## src/rtl/vga_pkg.sv

```systemverilog
// Shared game constants: held-key codes, PS/2 scan-set-2 bytes and the
// receiver state encoding used by the keyboard front end.
package vga_pkg;

    typedef logic [3:0] key_t;

    localparam key_t KEY_NONE  = 4'h0;
    localparam key_t KEY_1     = 4'h1;
    localparam key_t KEY_2     = 4'h2;
    localparam key_t KEY_3     = 4'h3;
    localparam key_t KEY_UP    = 4'h4;
    localparam key_t KEY_LEFT  = 4'h5;
    localparam key_t KEY_DOWN  = 4'h6;
    localparam key_t KEY_RIGHT = 4'h7;
    localparam key_t KEY_E     = 4'h8;
    localparam key_t KEY_SPACE = 4'h9;
    localparam key_t KEY_ENTER = 4'hA;
    localparam key_t KEY_ESC   = 4'hB;

    localparam logic [7:0] SC_BRK       = 8'hF0;
    localparam logic [7:0] SC_EXT       = 8'hE0;
    localparam logic [7:0] SC_1         = 8'h16;
    localparam logic [7:0] SC_2         = 8'h1E;
    localparam logic [7:0] SC_3         = 8'h26;
    localparam logic [7:0] SC_W         = 8'h1D;
    localparam logic [7:0] SC_A         = 8'h1C;
    localparam logic [7:0] SC_S         = 8'h1B;
    localparam logic [7:0] SC_D         = 8'h23;
    localparam logic [7:0] SC_E         = 8'h24;
    localparam logic [7:0] SC_SPACE     = 8'h29;
    localparam logic [7:0] SC_ENTER     = 8'h5A;
    localparam logic [7:0] SC_ESC       = 8'h76;
    localparam logic [7:0] SC_EXT_UP    = 8'h75;
    localparam logic [7:0] SC_EXT_LEFT  = 8'h6B;
    localparam logic [7:0] SC_EXT_DOWN  = 8'h72;
    localparam logic [7:0] SC_EXT_RIGHT = 8'h74;

    typedef enum logic [1:0] {
        RX_IDLE   = 2'd0,
        RX_DATA   = 2'd1,
        RX_PARITY = 2'd2,
        RX_STOP   = 2'd3
    } rx_state_e;

    function automatic key_t map_scan(input logic [7:0] sc);
        case (sc)
            SC_1:     map_scan = KEY_1;
            SC_2:     map_scan = KEY_2;
            SC_3:     map_scan = KEY_3;
            SC_W:     map_scan = KEY_UP;
            SC_A:     map_scan = KEY_LEFT;
            SC_S:     map_scan = KEY_DOWN;
            SC_D:     map_scan = KEY_RIGHT;
            SC_E:     map_scan = KEY_E;
            SC_SPACE: map_scan = KEY_SPACE;
            SC_ENTER: map_scan = KEY_ENTER;
            SC_ESC:   map_scan = KEY_ESC;
            default:  map_scan = KEY_NONE;
        endcase
    endfunction

    function automatic key_t map_ext(input logic [7:0] sc);
        case (sc)
            SC_EXT_UP:    map_ext = KEY_UP;
            SC_EXT_LEFT:  map_ext = KEY_LEFT;
            SC_EXT_DOWN:  map_ext = KEY_DOWN;
            SC_EXT_RIGHT: map_ext = KEY_RIGHT;
            default:      map_ext = KEY_NONE;
        endcase
    endfunction

endpackage

```

## src/rtl/ps2_rx.sv

```systemverilog
// PS/2 frame receiver: pin synchronizers, falling-edge detect, 11-bit frame
// FSM with odd-parity/stop check and an idle watchdog for partial frames.
module ps2_rx
    import vga_pkg::*;
#(
    parameter int TIMEOUT_CYCLES = 65000
) (
    input  logic       clk,
    input  logic       rst,
    input  logic       ps2_clk,
    input  logic       ps2_data,
    output logic [7:0] rx_byte,
    output logic       byte_valid,
    output logic       frame_err
);

    localparam int TW = (TIMEOUT_CYCLES > 2) ? $clog2(TIMEOUT_CYCLES) : 1;
    localparam logic [TW-1:0] TO_MAX = TW'(TIMEOUT_CYCLES - 1);

    logic            r_clk_s1, r_clk_s2, r_clk_s3;
    logic            r_dat_s1, r_dat_s2;
    logic            r_fall, r_dat;
    rx_state_e       r_state, w_state_nxt;
    logic [7:0]      r_shift;
    logic [2:0]      r_cnt;
    logic            r_par;
    logic [TW-1:0]   r_wdog;
    logic            r_byte_valid, r_frame_err;
    logic            w_timeout, w_frame_ok, w_bv_nxt, w_err_nxt;

    // Sync flops reset high so an idle bus never looks like an edge.
    always_ff @(posedge clk or negedge rst) begin
        if (!rst) begin
            r_clk_s1 <= 1'b1;
            r_clk_s2 <= 1'b1;
            r_clk_s3 <= 1'b1;
            r_dat_s1 <= 1'b1;
            r_dat_s2 <= 1'b1;
            r_fall   <= 1'b0;
            r_dat    <= 1'b1;
        end else begin
            r_clk_s1 <= ps2_clk;
            r_clk_s2 <= r_clk_s1;
            r_clk_s3 <= r_clk_s2;
            r_dat_s1 <= ps2_data;
            r_dat_s2 <= r_dat_s1;
            r_fall   <= r_clk_s3 & ~r_clk_s2;
            r_dat    <= r_dat_s2;
        end
    end

    assign w_timeout = (r_state != RX_IDLE) && !r_fall && (r_wdog == TO_MAX);

    always_ff @(posedge clk or negedge rst) begin
        if (!rst) r_state <= RX_IDLE;
        else      r_state <= w_state_nxt;
    end

    always_comb begin
        w_state_nxt = r_state;
        if (w_timeout) begin
            w_state_nxt = RX_IDLE;
        end else if (r_fall) begin
            case (r_state)
                RX_IDLE:   if (!r_dat) w_state_nxt = RX_DATA;
                RX_DATA:   if (r_cnt == 3'd7) w_state_nxt = RX_PARITY;
                RX_PARITY: w_state_nxt = RX_STOP;
                RX_STOP:   w_state_nxt = RX_IDLE;
                default:   w_state_nxt = RX_IDLE;
            endcase
        end
    end

    always_comb begin
        w_frame_ok = r_dat & (^{r_shift, r_par});
        w_bv_nxt   = r_fall && (r_state == RX_STOP) && w_frame_ok;
        w_err_nxt  = w_timeout || (r_fall && (r_state == RX_STOP) && !w_frame_ok);
    end

    always_ff @(posedge clk or negedge rst) begin
        if (!rst) begin
            r_shift      <= 8'h00;
            r_cnt        <= 3'd0;
            r_par        <= 1'b0;
            r_wdog       <= '0;
            r_byte_valid <= 1'b0;
            r_frame_err  <= 1'b0;
        end else begin
            r_byte_valid <= w_bv_nxt;
            r_frame_err  <= w_err_nxt;
            if (r_fall) begin
                case (r_state)
                    RX_IDLE:   r_cnt <= 3'd0;
                    RX_DATA: begin
                        r_shift <= {r_dat, r_shift[7:1]};
                        r_cnt   <= r_cnt + 3'd1;
                    end
                    RX_PARITY: r_par <= r_dat;
                    default: ;
                endcase
            end
            // Watchdog saturates at TO_MAX rather than wrapping.
            if (r_fall)
                r_wdog <= '0;
            else if (r_state != RX_IDLE && r_wdog != TO_MAX)
                r_wdog <= r_wdog + 1'b1;
        end
    end

    assign rx_byte    = r_shift;
    assign byte_valid = r_byte_valid;
    assign frame_err  = r_frame_err;

endmodule

```

## src/rtl/ps2_key_decoder.sv

```systemverilog
// Scan-set-2 make/break decoder producing a held game key level.
// Optional PS2_EXTENDED_EN: decode E0-prefixed arrow keys; otherwise drop them.
module ps2_key_decoder
    import vga_pkg::*;
#(
    parameter int TIMEOUT_CYCLES = 65000
) (
    input  logic clk,
    input  logic rst,
    input  logic ps2_clk,
    input  logic ps2_data,
    output key_t key,
    output logic key_press,
    output logic frame_err
);

    logic [7:0] w_rx_byte;
    logic       w_byte_valid, w_rx_err;
    key_t       r_key, w_code;
    logic       r_press, r_err, r_brk, r_ext;
    logic       w_is_code;

    ps2_rx #(.TIMEOUT_CYCLES(TIMEOUT_CYCLES)) u_rx (
        .clk        (clk),
        .rst        (rst),
        .ps2_clk    (ps2_clk),
        .ps2_data   (ps2_data),
        .rx_byte    (w_rx_byte),
        .byte_valid (w_byte_valid),
        .frame_err  (w_rx_err)
    );

    always_comb begin
        w_is_code = (w_rx_byte != SC_BRK) && (w_rx_byte != SC_EXT);
        w_code    = KEY_NONE;
        if (r_ext) begin
`ifdef PS2_EXTENDED_EN
            w_code = map_ext(w_rx_byte);
`else
            w_code = KEY_NONE;
`endif
        end else begin
            w_code = map_scan(w_rx_byte);
        end
    end

    always_ff @(posedge clk or negedge rst) begin
        if (!rst) begin
            r_key   <= KEY_NONE;
            r_press <= 1'b0;
            r_err   <= 1'b0;
            r_brk   <= 1'b0;
            r_ext   <= 1'b0;
        end else begin
            r_press <= 1'b0;
            r_err   <= w_rx_err;
            if (w_rx_err) begin
                r_brk <= 1'b0;
                r_ext <= 1'b0;
            end else if (w_byte_valid) begin
                if (w_rx_byte == SC_BRK) begin
                    r_brk <= 1'b1;
                end else if (w_rx_byte == SC_EXT) begin
                    r_ext <= 1'b1;
                end else if (w_is_code) begin
                    r_brk <= 1'b0;
                    r_ext <= 1'b0;
                    // Typematic repeats re-make the same code without a pulse.
                    if (w_code != KEY_NONE) begin
                        if (!r_brk) begin
                            r_key   <= w_code;
                            r_press <= (w_code != r_key);
                        end else if (w_code == r_key) begin
                            r_key <= KEY_NONE;
                        end
                    end
                end
            end
        end
    end

    assign key       = r_key;
    assign key_press = r_press;
    assign frame_err = r_err;

endmodule
```

## config.mk

```make
export PLATFORM = sky130hd
export DESIGN_NAME = ps2_key_decoder
export DESIGN_NICKNAME = d
export VERILOG_FILES = /design/src/rtl/vga_pkg.sv /design/src/rtl/ps2_rx.sv /design/src/rtl/ps2_key_decoder.sv
export SDC_FILE = /design/constraint.sdc
export NUM_CORES = 1
export LEC_CHECK = 0
export ABC_CLOCK_PERIOD_IN_PS = 3340
export BUFFER_PORTS_ARGS = -buffer_cell sky130_fd_sc_hd__buf_4
export CORE_MARGIN = 1.5
export CORE_UTILIZATION = 50
export CTS_CLUSTER_DIAMETER = 60
export DETAILED_ROUTE_END_ITERATION = 8
export GPL_ROUTABILITY_DRIVEN = 0
export PLACE_DENSITY = 0.67
export SYNTH_ARGS = -nofsm -noshare
export SYNTH_HDL_FRONTEND = slang
export SYNTH_SLANG_ARGS = --single-unit
export TNS_END_PERCENT = 1
```

## constraint.sdc

```tcl
create_clock -name clk -period 3.34 [get_ports clk]
set_clock_uncertainty 0.2 [all_clocks]
set_input_delay 0.668 -clock clk [delete_from_list [all_inputs] [get_ports clk]]
set_output_delay 0.668 -clock clk [all_outputs]
set_load 0.1 [all_outputs]
```

## After elaboration in Yosys (flattened, before gate mapping)

Index checks and enable logic that the tools add are counted.

| operators by class | value |
|---|---|
| add/subtract/negate cells | 2 |
| multiply operators | 0 |
| divide/modulo/power cells | 0 |
| magnitude comparators | 0 |
| equal/unequal tests | 28 |
| shift operators | 0 |
| multiplexer cells | 28 |
| bitwise logic cells | 6 |
| reductions and logical operators | 27 |

Operator list:

| cell | number |
|---|---|
| case mux 4 bit (11 select lines) | 1 |
| == test 8 x 5 -> 1 bit (second input constant) | 5 |
| == test 8 x 6 -> 1 bit (second input constant) | 4 |
| 2-to-1 mux 16 bit | 2 |
| adder 16 x 1 -> 16 bit (second input constant) | 1 |
| == test 16 bit (second input constant) | 1 |
| == test 8 x 7 -> 1 bit (second input constant) | 2 |
| == test 8 bit (second input constant) | 2 |
| 2-to-1 mux 1 bit | 16 |
| inequality test 16 bit (second input constant) | 1 |
| inequality test 8 bit (second input constant) | 2 |
| 2-to-1 mux 4 bit | 3 |
| nonzero test 2 bit | 5 |
| AND reduction 3 bit | 3 |
| XOR reduction 9 bit | 1 |
| 2-to-1 mux 2 bit | 4 |
| case mux 2 bit (4 select lines) | 1 |
| logical AND 1 bit | 7 |
| AND reduction 7 bit | 1 |
| case mux 3 bit (2 select lines) | 1 |
| AND reduction 2 bit | 3 |
| nonzero test 3 bit | 2 |
| == test 2 bit (second input constant) | 2 |
| == test 4 bit | 1 |
| 14 further kinds | 20 |

| storage, ports and cells | value |
|---|---|
| register bits after elaboration | 47 |
| latch bits | 0 |
| RAM bits | 0 |
| ROM bits | 0 |
| input bits | 4 |
| output and inout bits | 6 |
| word-level logic and storage cells | 110 |
| memories kept | 0 |

## Logic depth before layout (Yosys ltp)

| logic depth | value |
|---|---|
| depth after elaboration | 11 |
| mapped depth | 7 |
| mapped depth without buffers | 7 |

## By module

From an unflattened synthesis, not the netlist that was laid out.

| second synthesis, totals | value |
|---|---|
| cells, all modules | 252 |
| area, all modules | 2678.8 µm² |

By module, submodules not included:

| module | instances | cells each | area an instance (µm²) | seq. area each (µm²) |
|---|---|---|---|---|
| ps2_rx | 1 | 167 | 1894.3 | 983.4 |
| ps2_key_decoder | 1 | 85 | 784.5 | 200.2 |

## Worst setup path after synthesis

Ideal clock, no wire load.

| path | value |
|---|---|
| path type | register -> register |
| start | register r_key[3] (netlist: key[3]) |
| end | register r_key[1] (netlist: key[1]) |
| library setup time | 0.131 ns |
| arrival time | 1.765 ns |
| data required time | 3.009 ns |
| setup slack | 1.244 ns |
| cell stages (with the launch flop) | 5 |
| path buffers | 0 |
| period minus slack after synthesis | 2.096 ns |
| cell sequence | dfrtp_1 > inv_1 > xnor2_1 > o41ai_4 > o21ai_1 |

| on the way | value |
|---|---|
| longest elaborated chain between the ends | 3 |

Ends and longest elaborated chain:

| what | line | source |
|---|---|---|
| start, declared | ps2_key_decoder.sv:19 | `key_t r_key, w_code;` |
| start signal, assigned | ps2_key_decoder.sv:71 | `r_key <= w_code;` |
| == test 4 bit | ps2_key_decoder.sv:73 | `end else if (w_code == r_key) begin` |
| inequality test 2 x 1 -> 1 bit (no source line) | n/a |  |
| AND reduction 7 bit (no source line) | n/a |  |

Every way passes these cells.
A chain may end at the register's enable or synchronous reset.

## Worst setup path after layout

| path | value |
|---|---|
| start | register u_rx.r_wdog[0] |
| end | register u_rx.r_wdog[7] |

| on the way | value |
|---|---|
| longest elaborated chain between the ends | 3 |
| elaborated cells between the ends (all ways) | 6 |
| classes of those cells | 1 x add/sub; 1 x eq/ne; 2 x mux; 2 x reduce/logical |

Ends and longest elaborated chain:

| what | line | source |
|---|---|---|
| start, declared | ps2_rx.sv:27 | `logic [TW-1:0] r_wdog;` |
| start signal, assigned | ps2_rx.sv:106 | `r_wdog <= r_wdog + 1'b1;` |
| adder 16 x 1 -> 16 bit / inequality test 16 bit (equally long branches) | ps2_rx.sv:106, ps2_rx.sv:105 |  |
| 2-to-1 mux 16 bit / logical AND 1 bit (equally long branches) | ps2_rx.sv:105 | `else if (r_state != RX_IDLE && r_wdog != TO_MAX)` |
| 2-to-1 mux 16 bit / nonzero test 2 bit (equally long branches) | n/a |  |

Parallel ways exist; a longest one is shown, timed or not. The select of a mux whose other input is x is not followed.

==> flow_metrics.env <==
export IMPL_critPathMaxStageDelay_ps=680
export IMPL_synthArstFlopShare_pct=100.0
export IMPL_clkTransAtPathRegs_ps=80
export IMPL_clkSinkCount=47
export IMPL_ff_latch_area_mm2=0.001184
export IMPL_cp_start_kind="flop"
export IMPL_syn_nets=251
export IMPL_drive_above_1_share_pct=18.37
export IMPL_cts_hold_buffers=0
export IMPL_crit_chain="ha_1, nand3_1, nor3_1, a211oi_1, and3_1, xnor2_1, nor2_1"
export IMPL_cp_end_kind="flop"
export IMPL_finalCritPeriodShare_pct=68.61
export IMPL_synth_edff_count=0
export IMPL_fin_util_pct=56.75
export IMPL_cp_slowest_cell="a211oi_1"
export IMPL_fp_row_count=25
export IMPL_cts_tree="yes"
export IMPL_yosysUniqueCellTypes=56
export IMPL_synth_cells=240
export IMPL_initial_core_util_pct=52.91
export IMPL_die_w_um=74.40
export IMPL_vias_per_cell=5.471
export IMPL_ys_seq_area_share_pct=46.44
export IMPL_status="completed"
export IMPL_hp_class="reg2reg"
export IMPL_drc=0
export IMPL_area_growth_pct=7.266
export IMPL_ant_nets=0
export IMPL_die_h_um=74.40
export IMPL_fin_crit_ps=2292
export IMPL_final_cell_mix="dfrtp_1, nor2_1, nand2_1, xnor2_1, xor2_1"
export IMPL_power_leakage_nw=1.237
export IMPL_io_pins=10
export IMPL_max_freq_ghz=0.4364
export IMPL_drt_iter0_drc=68
export IMPL_layout_commonest_cell="dfrtp_1"
export IMPL_io_buffers=9
export IMPL_dp_hpwl_mm=3.058
export IMPL_grt_max_degree=48
export IMPL_crit_type="reg2reg"
export IMPL_multi_input_area_mm2=0.001251
export IMPL_finalWirelength_mm=4.417
export IMPL_firstDrtPassIters=4
export IMPL_routedWlPerCell_um=14.16
export IMPL_rsz0062_at_grt="false"
export IMPL_timing_setup_tns_ps=0
export IMPL_cts_resized=0
export IMPL_timing_slew_headroom_pct=48.40
export IMPL_nets=256
export IMPL_avgSynthCellArea_um2=10.62
export IMPL_required_ps=3300
export IMPL_synth_area_mm2=0.002549
export IMPL_cts_buffers=5
export IMPL_hold_viol=0
export IMPL_synth_top_flop_cell="dfrtp_1"
export IMPL_setup_viol=0
export IMPL_diodes=0
export IMPL_grt_pass1_wl_mm=7.569
export IMPL_post_cts_setup_buffers=0
export IMPL_cp_max_fo=7
export IMPL_clkLatencyLatePin_ps=290
export IMPL_vias=1707
export IMPL_p_per_area_mw_per_mm2=696.5
export IMPL_core_mm2=0.004817
export IMPL_synth_seq_cells=47
export IMPL_htreeDepth=2
export IMPL_finalMaxSlewViolations=0
export IMPL_irDropWorstVdd_v=0.0003619
export IMPL_fill_cells=435
export IMPL_cts_max_path_buffers=2
export IMPL_antenna_found_initial=0
export IMPL_cts_root_buf="clkbuf_8"
export IMPL_timing_max_cap_violations=0
export IMPL_gr_usage_all_layers_pct=17.89
export IMPL_cp_arrival_ps=2250
export IMPL_worstMarginPinSlew_ps=769.3
export IMPL_grt_pass1_vias=1688
export IMPL_yosysWarnings=0
export IMPL_dieArea_mm2=0.005535
export IMPL_grt_ovfl_total=0
[worst max-delay path: cells and delay by family, from the launching register on]
| kind | cells | cell delay [ps] |
|---|---|---|
| xor gates and xnor gates | 1 | 110 |
| AOI/OAI and AO/OA | 1 | 680 |
| adders and majority gates | 1 | 250 |
| and+or+nand+nor | 4 | 510 |
| DFF | 1 | 410 |
[path summary, 6_finish.rpt]
check / end / cells after the start / startpoint / slack [ps]
max: u_rx.r_wdog[7] / 7 / u_rx.r_wdog[0] / 1050
min: u_rx.r_clk_s2 / 0 / u_rx.r_clk_s1 / 160
max reg2reg: u_rx.r_wdog[7] / 7 / u_rx.r_wdog[0] / 1050
min reg2reg: u_rx.r_clk_s2 / 0 / u_rx.r_clk_s1 / 160
max in group asynchronous: u_rx.r_par / 1 / rst / 2380
min in group asynchronous: u_rx.rx_byte[1] / 1 / rst / 180
[synth_stat cells (2+ instances only)]
cell type	n	share of area [%]
dfrtp_1	41	40
nor2_1	27	4.0
nand2_1	15	2.2
xnor2_1	13	4.5
xor2_1	12	4.1
inv_1	10	1.5
nand3_1	9	1.8
o21ai_0	9	1.8
ha_1	7	3.4
mux2_2	7	3.1
dfstp_2	6	6.2
a21oi_1	5	0.98
a22oi_1	4	1.2
and3_1	4	0.98
buf_2	4	0.79
clkbuf_1	4	0.59
nand4_1	4	0.98
nor3_1	4	0.79
and4_1	3	1.0
buf_6	3	1.3
nor2b_1	3	0.74
o211ai_1	3	0.88
o21ai_1	3	0.59
a32o_1	2	0.79
and4b_1	2	0.79
and4bb_2	2	0.98
nand4b_1	2	0.69
nor3b_1	2	0.59
nor4b_1	2	0.69
o2111ai_1	2	0.69
[power breakdown]
group | switching (mW) | internal (mW) | total [mW]
Combinational | 0.287 | 0.322 | 0.609
Sequential | 0.209 | 0.689 | 0.898
Clock | 0.177 | 0.219 | 0.397
Total | 0.674 | 1.23 | 1.90
[flip-flops by register name (all words and copies together), names as in the netlist, 2 cells and up]
name,flops
u_rx.r_state,2
u_rx.r_cnt,3
key,4
u_rx.r_wdog,16
u_rx.rx_byte,8
[through the flow]
stage | instances | total power [mW] | setup WS [ps] | cell area [um2] | hold WS, ps
after global placement | 305 | 1.509 | 997.7 | 2631 | 145.7
after floorplan | 240 | 1.436 | 1244 | 2549 | 145.2
after CTS | 312 | 1.925 | 1016 | 2734 | 160.5
final | 312 | 1.904 | 1048 | 2734 | 158.0
after global routing | 312 | 2.038 | 750.3 | 2734 | 162.4
after detailed placement | 305 | 1.523 | 1020 | 2631 | 148.5
[cell type report]
class / instances / share of cell area, %
Clock buffer: 6 / 2.654
Clock inverter: 1 / 1.098
Inverter: 10 / 1.373
Multi-Input combinational cell: 171 / 45.77
Sequential cell: 47 / 43.30
Tap cell: 67 / 3.066
Timing Repair Buffer: 10 / 2.746
[logic make-up after synthesis]
| family | after synthesis | synth area share (%) |
|---|---|---|
| and+or+nand+nor | 91 | 20.23 |
| buffers and inverters | 22 | 4.467 |
| muxes | 8 | 3.486 |
| xor gates and xnor gates | 26 | 9.475 |
| DFF | 47 | 46.44 |
| AOI/OAI and AO/OA | 39 | 12.47 |
| adders and majority gates | 7 | 3.436 |
[routing by layer]
| layer | vias up | share of wire, % | track usage, % |
|---|---|---|---|
| met5 | - | 0 | 0 |
| met3 | 4 | 2.1 | 4.336 |
| met1 | 832 | 48 | 22.50 |
| met4 | 0 | 0.88 | 6.263 |
| met2 | 17 | 48 | 30.16 |
| li1 | 854 | - | - |
Power figures use the tool's default switching activity.
